--- src/rtl/alu_rx_tx_interface.sv ---
// Sequencer between the UART receiver/transmitter and a combinational ALU.
// Optional inter-byte timeout is enabled with `define ALU_IF_TIMEOUT_EN.
module alu_rx_tx_interface #(
  parameter int NB_DATA        = 8,
  parameter int NB_OPCODE      = 6,
  parameter int TIMEOUT_CYCLES = 1000000
) (
  input  logic                 i_clock,
  input  logic                 i_reset,
  input  logic [NB_DATA-1:0]   i_rx_data,
  input  logic                 i_rx_done,
  input  logic [NB_DATA-1:0]   i_alu_result,
  input  logic                 i_tx_done,
  output logic [NB_DATA-1:0]   o_first_operator,
  output logic [NB_DATA-1:0]   o_second_operator,
  output logic [NB_OPCODE-1:0] o_opcode,
  output logic [NB_DATA-1:0]   o_tx_data,
  output logic                 o_tx_start,
  output logic                 o_busy,
  output logic                 o_timeout
);

  typedef enum logic [2:0] {
    WAIT_A  = 3'd0,
    WAIT_B  = 3'd1,
    WAIT_OP = 3'd2,
    SEND    = 3'd3,
    WAIT_TX = 3'd4
  } state_t;

  state_t               state_q, state_d;
  logic [NB_DATA-1:0]   a_q, a_d;
  logic [NB_DATA-1:0]   b_q, b_d;
  logic [NB_OPCODE-1:0] op_q, op_d;
  logic [NB_DATA-1:0]   tx_q, tx_d;
  logic                 busy_q, busy_d;
  logic                 tmo_hit;

`ifdef ALU_IF_TIMEOUT_EN
  localparam int CW = (TIMEOUT_CYCLES > 1) ? $clog2(TIMEOUT_CYCLES) : 1;

  logic [CW-1:0] cnt_q, cnt_d;
  logic          timeout_q;
  logic          in_gap;

  // Only the gaps inside a partially received transaction are timed.
  assign in_gap  = (state_q == WAIT_B) || (state_q == WAIT_OP);
  assign tmo_hit = in_gap && !i_rx_done && (cnt_q == CW'(TIMEOUT_CYCLES - 1));

  always_comb begin
    cnt_d = cnt_q + 1'b1;
    if (!in_gap || i_rx_done || tmo_hit) cnt_d = '0;
  end

  always_ff @(posedge i_clock or posedge i_reset) begin
    if (i_reset) begin
      cnt_q     <= '0;
      timeout_q <= 1'b0;
    end else begin
      cnt_q     <= cnt_d;
      timeout_q <= tmo_hit;
    end
  end

  assign o_timeout = timeout_q;
`else
  assign tmo_hit   = 1'b0;
  assign o_timeout = 1'b0;
`endif

  always_comb begin
    state_d = state_q;
    a_d     = a_q;
    b_d     = b_q;
    op_d    = op_q;
    tx_d    = tx_q;
    busy_d  = busy_q;
    case (state_q)
      WAIT_A: begin
        if (i_rx_done) begin
          a_d     = i_rx_data;
          state_d = WAIT_B;
        end
      end
      WAIT_B: begin
        if (i_rx_done) begin
          b_d     = i_rx_data;
          state_d = WAIT_OP;
        end else if (tmo_hit) begin
          state_d = WAIT_A;
        end
      end
      WAIT_OP: begin
        if (i_rx_done) begin
          op_d    = i_rx_data[NB_OPCODE-1:0];
          busy_d  = 1'b1;
          state_d = SEND;
        end else if (tmo_hit) begin
          state_d = WAIT_A;
        end
      end
      SEND: begin
        // ALU inputs settled during this cycle; capture its result.
        tx_d    = i_alu_result;
        state_d = WAIT_TX;
      end
      WAIT_TX: begin
        if (i_tx_done) begin
          busy_d  = 1'b0;
          state_d = WAIT_A;
        end
      end
      default: state_d = WAIT_A;
    endcase
  end

  always_ff @(posedge i_clock or posedge i_reset) begin
    if (i_reset) begin
      state_q <= WAIT_A;
      a_q     <= '0;
      b_q     <= '0;
      op_q    <= '0;
      tx_q    <= '0;
      busy_q  <= 1'b0;
    end else begin
      state_q <= state_d;
      a_q     <= a_d;
      b_q     <= b_d;
      op_q    <= op_d;
      tx_q    <= tx_d;
      busy_q  <= busy_d;
    end
  end

  assign o_first_operator  = a_q;
  assign o_second_operator = b_q;
  assign o_opcode          = op_q;
  assign o_tx_data         = tx_q;
  assign o_tx_start        = (state_q == SEND);
  assign o_busy            = busy_q;

endmodule

--- config.mk ---
export PLATFORM = sky130hd
export DESIGN_NAME = alu_rx_tx_interface
export DESIGN_NICKNAME = d
export VERILOG_FILES = /design/src/rtl/alu_rx_tx_interface.sv
export SDC_FILE = /design/constraint.sdc
export NUM_CORES = 1
export LEC_CHECK = 0
export ABC_AREA = 1
export CORE_ASPECT_RATIO = 0.6
export CORE_MARGIN = 1
export CORE_UTILIZATION = 46
export CTS_CLUSTER_DIAMETER = 200
export DETAILED_ROUTE_END_ITERATION = 12
export PLACE_DENSITY = 0.87
export SYNTH_ARGS = -nofsm -noshare
export SYNTH_HDL_FRONTEND = slang
export SYNTH_SLANG_ARGS = --single-unit
--- constraint.sdc ---
create_clock -name i_clock -period 2.1 [get_ports i_clock]
set_clock_uncertainty 0.2 [all_clocks]
set_input_delay 0.42 -clock i_clock [delete_from_list [all_inputs] [get_ports i_clock]]
set_output_delay 0.42 -clock i_clock [all_outputs]
set_load 0.02 [all_outputs]
Word level (Yosys, flattened, before mapping)
Index checks and enable logic that the tools add are counted.
{"block": "word_totals", "mem_bits_rw": 0, "elab_cells": 29, "latchBits": 0, "register_bits": 34, "memories": 0, "mem_bits_ro": 0, "inputBits": 20, "output_inout_bits": 33}
{"block": "classes", "n_mux": 8, "reduce_logical": 7, "multipliers": 0, "bitwise": 0, "n_div": 0, "n_lt_le_gt_ge": 0, "addsub": 0, "n_shift": 0, "eq_ne": 8}
{"op": "$pmux 3 s5", "count": 1}
{"op": "$mux 3", "count": 4}
{"op": "$ne 2x2->1 const B", "count": 4}
{"op": "$eq 3x2->1 const B", "count": 2}
{"op": "$reduce_and 2->1", "count": 3}
{"op": "$reduce_and 4->1", "count": 1}
{"op": "$eq 3x1->1 const B", "count": 1}
{"op": "$eq 3x3->1 const B", "count": 1}
{"op": "$logic_not 3->1", "count": 1}
{"op": "$reduce_and 3->1", "count": 1}
{"op": "$mux 1", "count": 2}
{"op": "$pmux 1 s2", "count": 1}
{"op": "$reduce_bool 2->1", "count": 1}

Longest topological paths before layout
Gate-level depths: netlist of run 1.
{"block": "logic_depth", "word_depth": 3, "depth_mapped": 7, "ltp_nobuf": 6}

Least setup slack after synthesis of run 1
Ideal clock, no wire load.
{"block": "synth_timing", "path_type": "register -> output", "startpoint": "reg state_q[2]", "endpoint": "out o_tx_start", "setup_slack_ps": 589, "t_arrival_ps": 891, "required_ps": 1480, "path_stages_with_launch": 4, "path_buffers": 0, "path_cell_list": "dfrtp_1 nor2_2 nand2_2 inv_2"}
{"block": "synth_via", "elab_chain_cells": 1}
{"item": "start, declared", "line": "31", "rtl": "state_t state_q, state_d;"}
{"item": "start signal, assigned", "line": "126", "rtl": "state_q <= state_d;"}
{"item": "$eq 3x2->1", "line": "139", "rtl": "assign o_tx_start = (state_q == SEND);"}
{"item": "end, declared", "line": "18", "rtl": "output logic o_tx_start,"}
No other way between the ends.

Worst setup path in the final report of run 1
Same ends and word-level chain as after synthesis.

==> results of run 1 <==
==> worst max-delay path: stages, from the launching register on <==
cell                              delay [ps]
sky130_fd_sc_hd__dfrtp_1                 450
sky130_fd_sc_hd__nor2_2                  200
sky130_fd_sc_hd__nand2_2                  80
sky130_fd_sc_hd__inv_2                    60
sky130_fd_sc_hd__clkdlybuf4s15_1         290
==> synth_stat cells <==
master	n
sky130_fd_sc_hd__o21ai_0	9
sky130_fd_sc_hd__buf_6	3
sky130_fd_sc_hd__nand2_2	5
sky130_fd_sc_hd__conb_1	1
sky130_fd_sc_hd__inv_2	2
sky130_fd_sc_hd__nor2_1	2
sky130_fd_sc_hd__nor2_2	3
sky130_fd_sc_hd__o21ai_2	14
sky130_fd_sc_hd__nand2_1	49
sky130_fd_sc_hd__dfrtp_1	34
sky130_fd_sc_hd__nand4_1	3
sky130_fd_sc_hd__buf_4	1
sky130_fd_sc_hd__nand3_1	5
sky130_fd_sc_hd__inv_1	15
==> flip-flops by register name, indices dropped and copies added (netlist names) <==
name and flops:
state_q 3, o_first_operator 8, o_opcode 6, o_second_operator 8
o_busy 1, o_tx_data 8
==> layout by cell type (no fill, tap or decap), drive strengths merged <==
| cell type | instances |
|---|---|
| buf | 3 |
| clkbuf | 8 |
| clkdlybuf4s15 | 1 |
| clkdlybuf4s50 | 50 |
| conb | 1 |
| dfrtp | 34 |
| inv | 17 |
| nand2 | 54 |
| nand3 | 5 |
| nand4 | 3 |
| nor2 | 5 |
| o21ai | 23 |
==> metrics by stage <==
step / std cells / power, mW / hold WS, ps
final: 246 / 3.384 / 280.8
after global routing: 246 / 3.595 / 313.7
after CTS: 246 / 3.408 / 282.0
after detailed placement: 238 / 2.849 / 263.8
after global placement: 238 / 2.764 / 264.1
after floorplan: 146 / 2.088 / 329.6
==> layer usage <==
metal	global-route usage	up-vias	part of all wire
met3	0.08929	5	0.050
met5	0	-	0
li1	-	567	-
met1	0.3044	555	0.46
met4	0.05000	0	0.0043
met2	0.3468	33	0.49
==> repair_timing <==
item	4_1_cts	5_1_grt
resized for setup	1	1
cloned	0	0
buffers inserted	0	0
endpoints found under the setup margin	1	1
==> cell type report <==
cell class,count,area [um2],area share
Inverter,17,63.81,0.03087
Sequential cell,34,850.8,0.4116
Tap cell,42,52.55,0.02542
Multi-Input combinational cell,91,456.7,0.2209
Timing Repair Buffer,54,533.0,0.2579
Clock buffer,8,110.1,0.05327
==> logic make-up after synthesis <==
logic type / after synthesis / synth area share
other cells: 1 / 0.002655
flops: 34 / 0.6023
buf+inv: 21 / 0.07440
compound gates: 23 / 0.1187
simple gates: 67 / 0.2020
==> worst paths after layout <==
kind	from	to	slack, ps
max in group asynchronous	i_reset	o_first_operator[4]	1070
min	o_tx_data[3]	o_tx_data[3]	280
min in group asynchronous	i_reset	o_tx_data[6]	330
max reg2reg	state_q[1]	o_second_operator[5]	580
min reg2reg	o_tx_data[3]	o_tx_data[3]	280
max	state_q[2]	o_tx_start	130
==> where the power goes <==
group	switching (mW)	internal, mW	total (mW)
clock network	0.219	0.331	0.549
registers	0.206	0.966	1.17
logic	0.916	0.746	1.66
total	1.34	2.04	3.38
==> run_summary.xml, run 1 <==
<?xml version="1.0" encoding="UTF-8"?>
<metrics>
  <group name="status">
    <metric name="result_of_the_run" unit="">finished, final reports clean</metric>
  </group>
  <group name="timing">
    <metric name="post-route-worst-setup-slack" unit="ps">126.3</metric>
    <metric name="post-route-min-period" unit="ps">1974</metric>
    <metric name="rsz_0062_raised_after_global_routing" unit="">false</metric>
    <metric name="max_freq" unit="MHz">506.7</metric>
    <metric name="timing.final.hold_violations" unit="">0</metric>
    <metric name="timing.final.max_slew_violations" unit="">0</metric>
    <metric name="post-route-period-util" unit="">0.9398</metric>
    <metric name="setup_total_negative_slack" unit="ps">0</metric>
    <metric name="setup_viol_count_final" unit="">0</metric>
  </group>
  <group name="detailed_routing">
    <metric name="drt-total-wl" unit="um">3242</metric>
    <metric name="drt_iter0_drc" unit="">136</metric>
    <metric name="residual_drc" unit="">0</metric>
    <metric name="postRouteAntennaNets" unit="">0</metric>
    <metric name="post_drt_via_cell_ratio" unit="">4.715</metric>
    <metric name="average_routed_wire_per_standard_cell" unit="um">13.18</metric>
    <metric name="first_pass_iters" unit="">4</metric>
    <metric name="via_count" unit="">1160</metric>
  </group>
  <group name="global_route">
    <metric name="grt_pass1_vias" unit="">1158</metric>
    <metric name="grt_max_degree" unit="">35</metric>
    <metric name="gr-usage-all-layers" unit="">0.2249</metric>
    <metric name="initial_antenna_violation_count" unit="">0</metric>
    <metric name="grt_pass1_wl" unit="um">5285</metric>
    <metric name="grt.overflow.total" unit="">0</metric>
  </group>
  <group name="critical_path">
    <metric name="startpoint_type" unit="">flip-flop</metric>
    <metric name="timing.critical_path.arrival" unit="ps">1350</metric>
    <metric name="cp_max_fo" unit="">5</metric>
    <metric name="worstPathRequired" unit="ps">1480</metric>
    <metric name="worst_setup_path_end_kind" unit="">output port</metric>
    <metric name="path_class" unit="">flip-flop to output port</metric>
    <metric name="reg2regPathDepth" unit="">4</metric>
  </group>
  <group name="yosys">
    <metric name="post_synth_inst_count" unit="">146</metric>
    <metric name="synth_area" unit="mm2">0.001413</metric>
    <metric name="ys_seq_area_frac" unit="">0.6023</metric>
    <metric name="ys_types" unit="">14</metric>
    <metric name="syn_area_per_cell" unit="um2">9.675</metric>
    <metric name="yosysWarningCount" unit="">0</metric>
    <metric name="syn_nets" unit="">166</metric>
    <metric name="synth_area_leader_cell" unit="">sky130_fd_sc_hd__dfrtp_1</metric>
    <metric name="synthTopCellsByArea" unit="">sky130_fd_sc_hd__dfrtp_1, sky130_fd_sc_hd__nand2_1, sky130_fd_sc_hd__o21ai_2, sky130_fd_sc_hd__inv_1, sky130_fd_sc_hd__o21ai_0</metric>
    <metric name="synth.ff_latch_count" unit="">34</metric>
    <metric name="synth_largest_type_area_fraction" unit="">0.6023</metric>
  </group>
  <group name="clock_tree">
    <metric name="clkTransAtPathRegs" unit="ps">60</metric>
    <metric name="tritoncts" unit="">done</metric>
    <metric name="cts.hold.buffers_added" unit="">0</metric>
    <metric name="h-tree-depth" unit="">2</metric>
    <metric name="number_of_buffers_added_by_the_clock_tree_synthesis_step" unit="">5</metric>
    <metric name="root_cell_of_the_clock_tree" unit="">sky130_fd_sc_hd__clkbuf_8</metric>
    <metric name="clock_insertion_delay_worst_skew" unit="ps">270</metric>
    <metric name="clock_sink_count" unit="">34</metric>
    <metric name="cts_buffer_depth" unit="">2</metric>
  </group>
  <group name="floorplan">
    <metric name="design.die.area" unit="mm2">0.003304</metric>
    <metric name="fp.dieH" unit="um">44.93</metric>
    <metric name="floorplan.initialDensity" unit="">0.4887</metric>
    <metric name="num_io_pins" unit="">53</metric>
    <metric name="floorplan.die.width" unit="um">73.54</metric>
    <metric name="core_area" unit="mm2">0.002890</metric>
    <metric name="placement_rows" unit="">15</metric>
  </group>
  <group name="pwr">
    <metric name="cellPowerDensity" unit="mW/mm2">1637</metric>
    <metric name="power.ir.vdd_worst" unit="V">0.001035</metric>
    <metric name="leakagePower" unit="nW">0.9984</metric>
  </group>
  <group name="placement">
    <metric name="hpwlAfterDp" unit="um">2475</metric>
    <metric name="placed_cell_area" unit="mm2">0.001957</metric>
    <metric name="port-buffer-count" unit="">51</metric>
    <metric name="pre_cts_ws" unit="ps">87.21</metric>
    <metric name="place_congestion" unit="">0.7438</metric>
  </group>
  <group name="finish">
    <metric name="antenna-diode-count" unit="">0</metric>
    <metric name="fin_nets" unit="">223</metric>
    <metric name="finish.utilization" unit="">0.7152</metric>
    <metric name="final_cell_area" unit="mm2">0.002067</metric>
    <metric name="drive_gt1_frac" unit="">0.1716</metric>
    <metric name="layout_area_growth_over_synthesis" unit="%">46.32</metric>
    <metric name="fillCellCount" unit="">213</metric>
  </group>
  <group name="worst_hold_path">
    <metric name="hold_path.class" unit="">flip-flop to flip-flop</metric>
    <metric name="hold_path_depth" unit="">2</metric>
  </group>
  <group name="flow_run">
    <metric name="drv_cap" unit="">0</metric>
  </group>
</metrics>
Note: power is estimated with default switching activity, not from simulation.
==> run 2, diff against run 1 <==
- CAP_MARGIN: not set -> 25
- HOLD_SLACK_MARGIN: not set -> 0.03
==> results of run 2 <==
Final layout, timing and power as in run 1 (identical DEF).
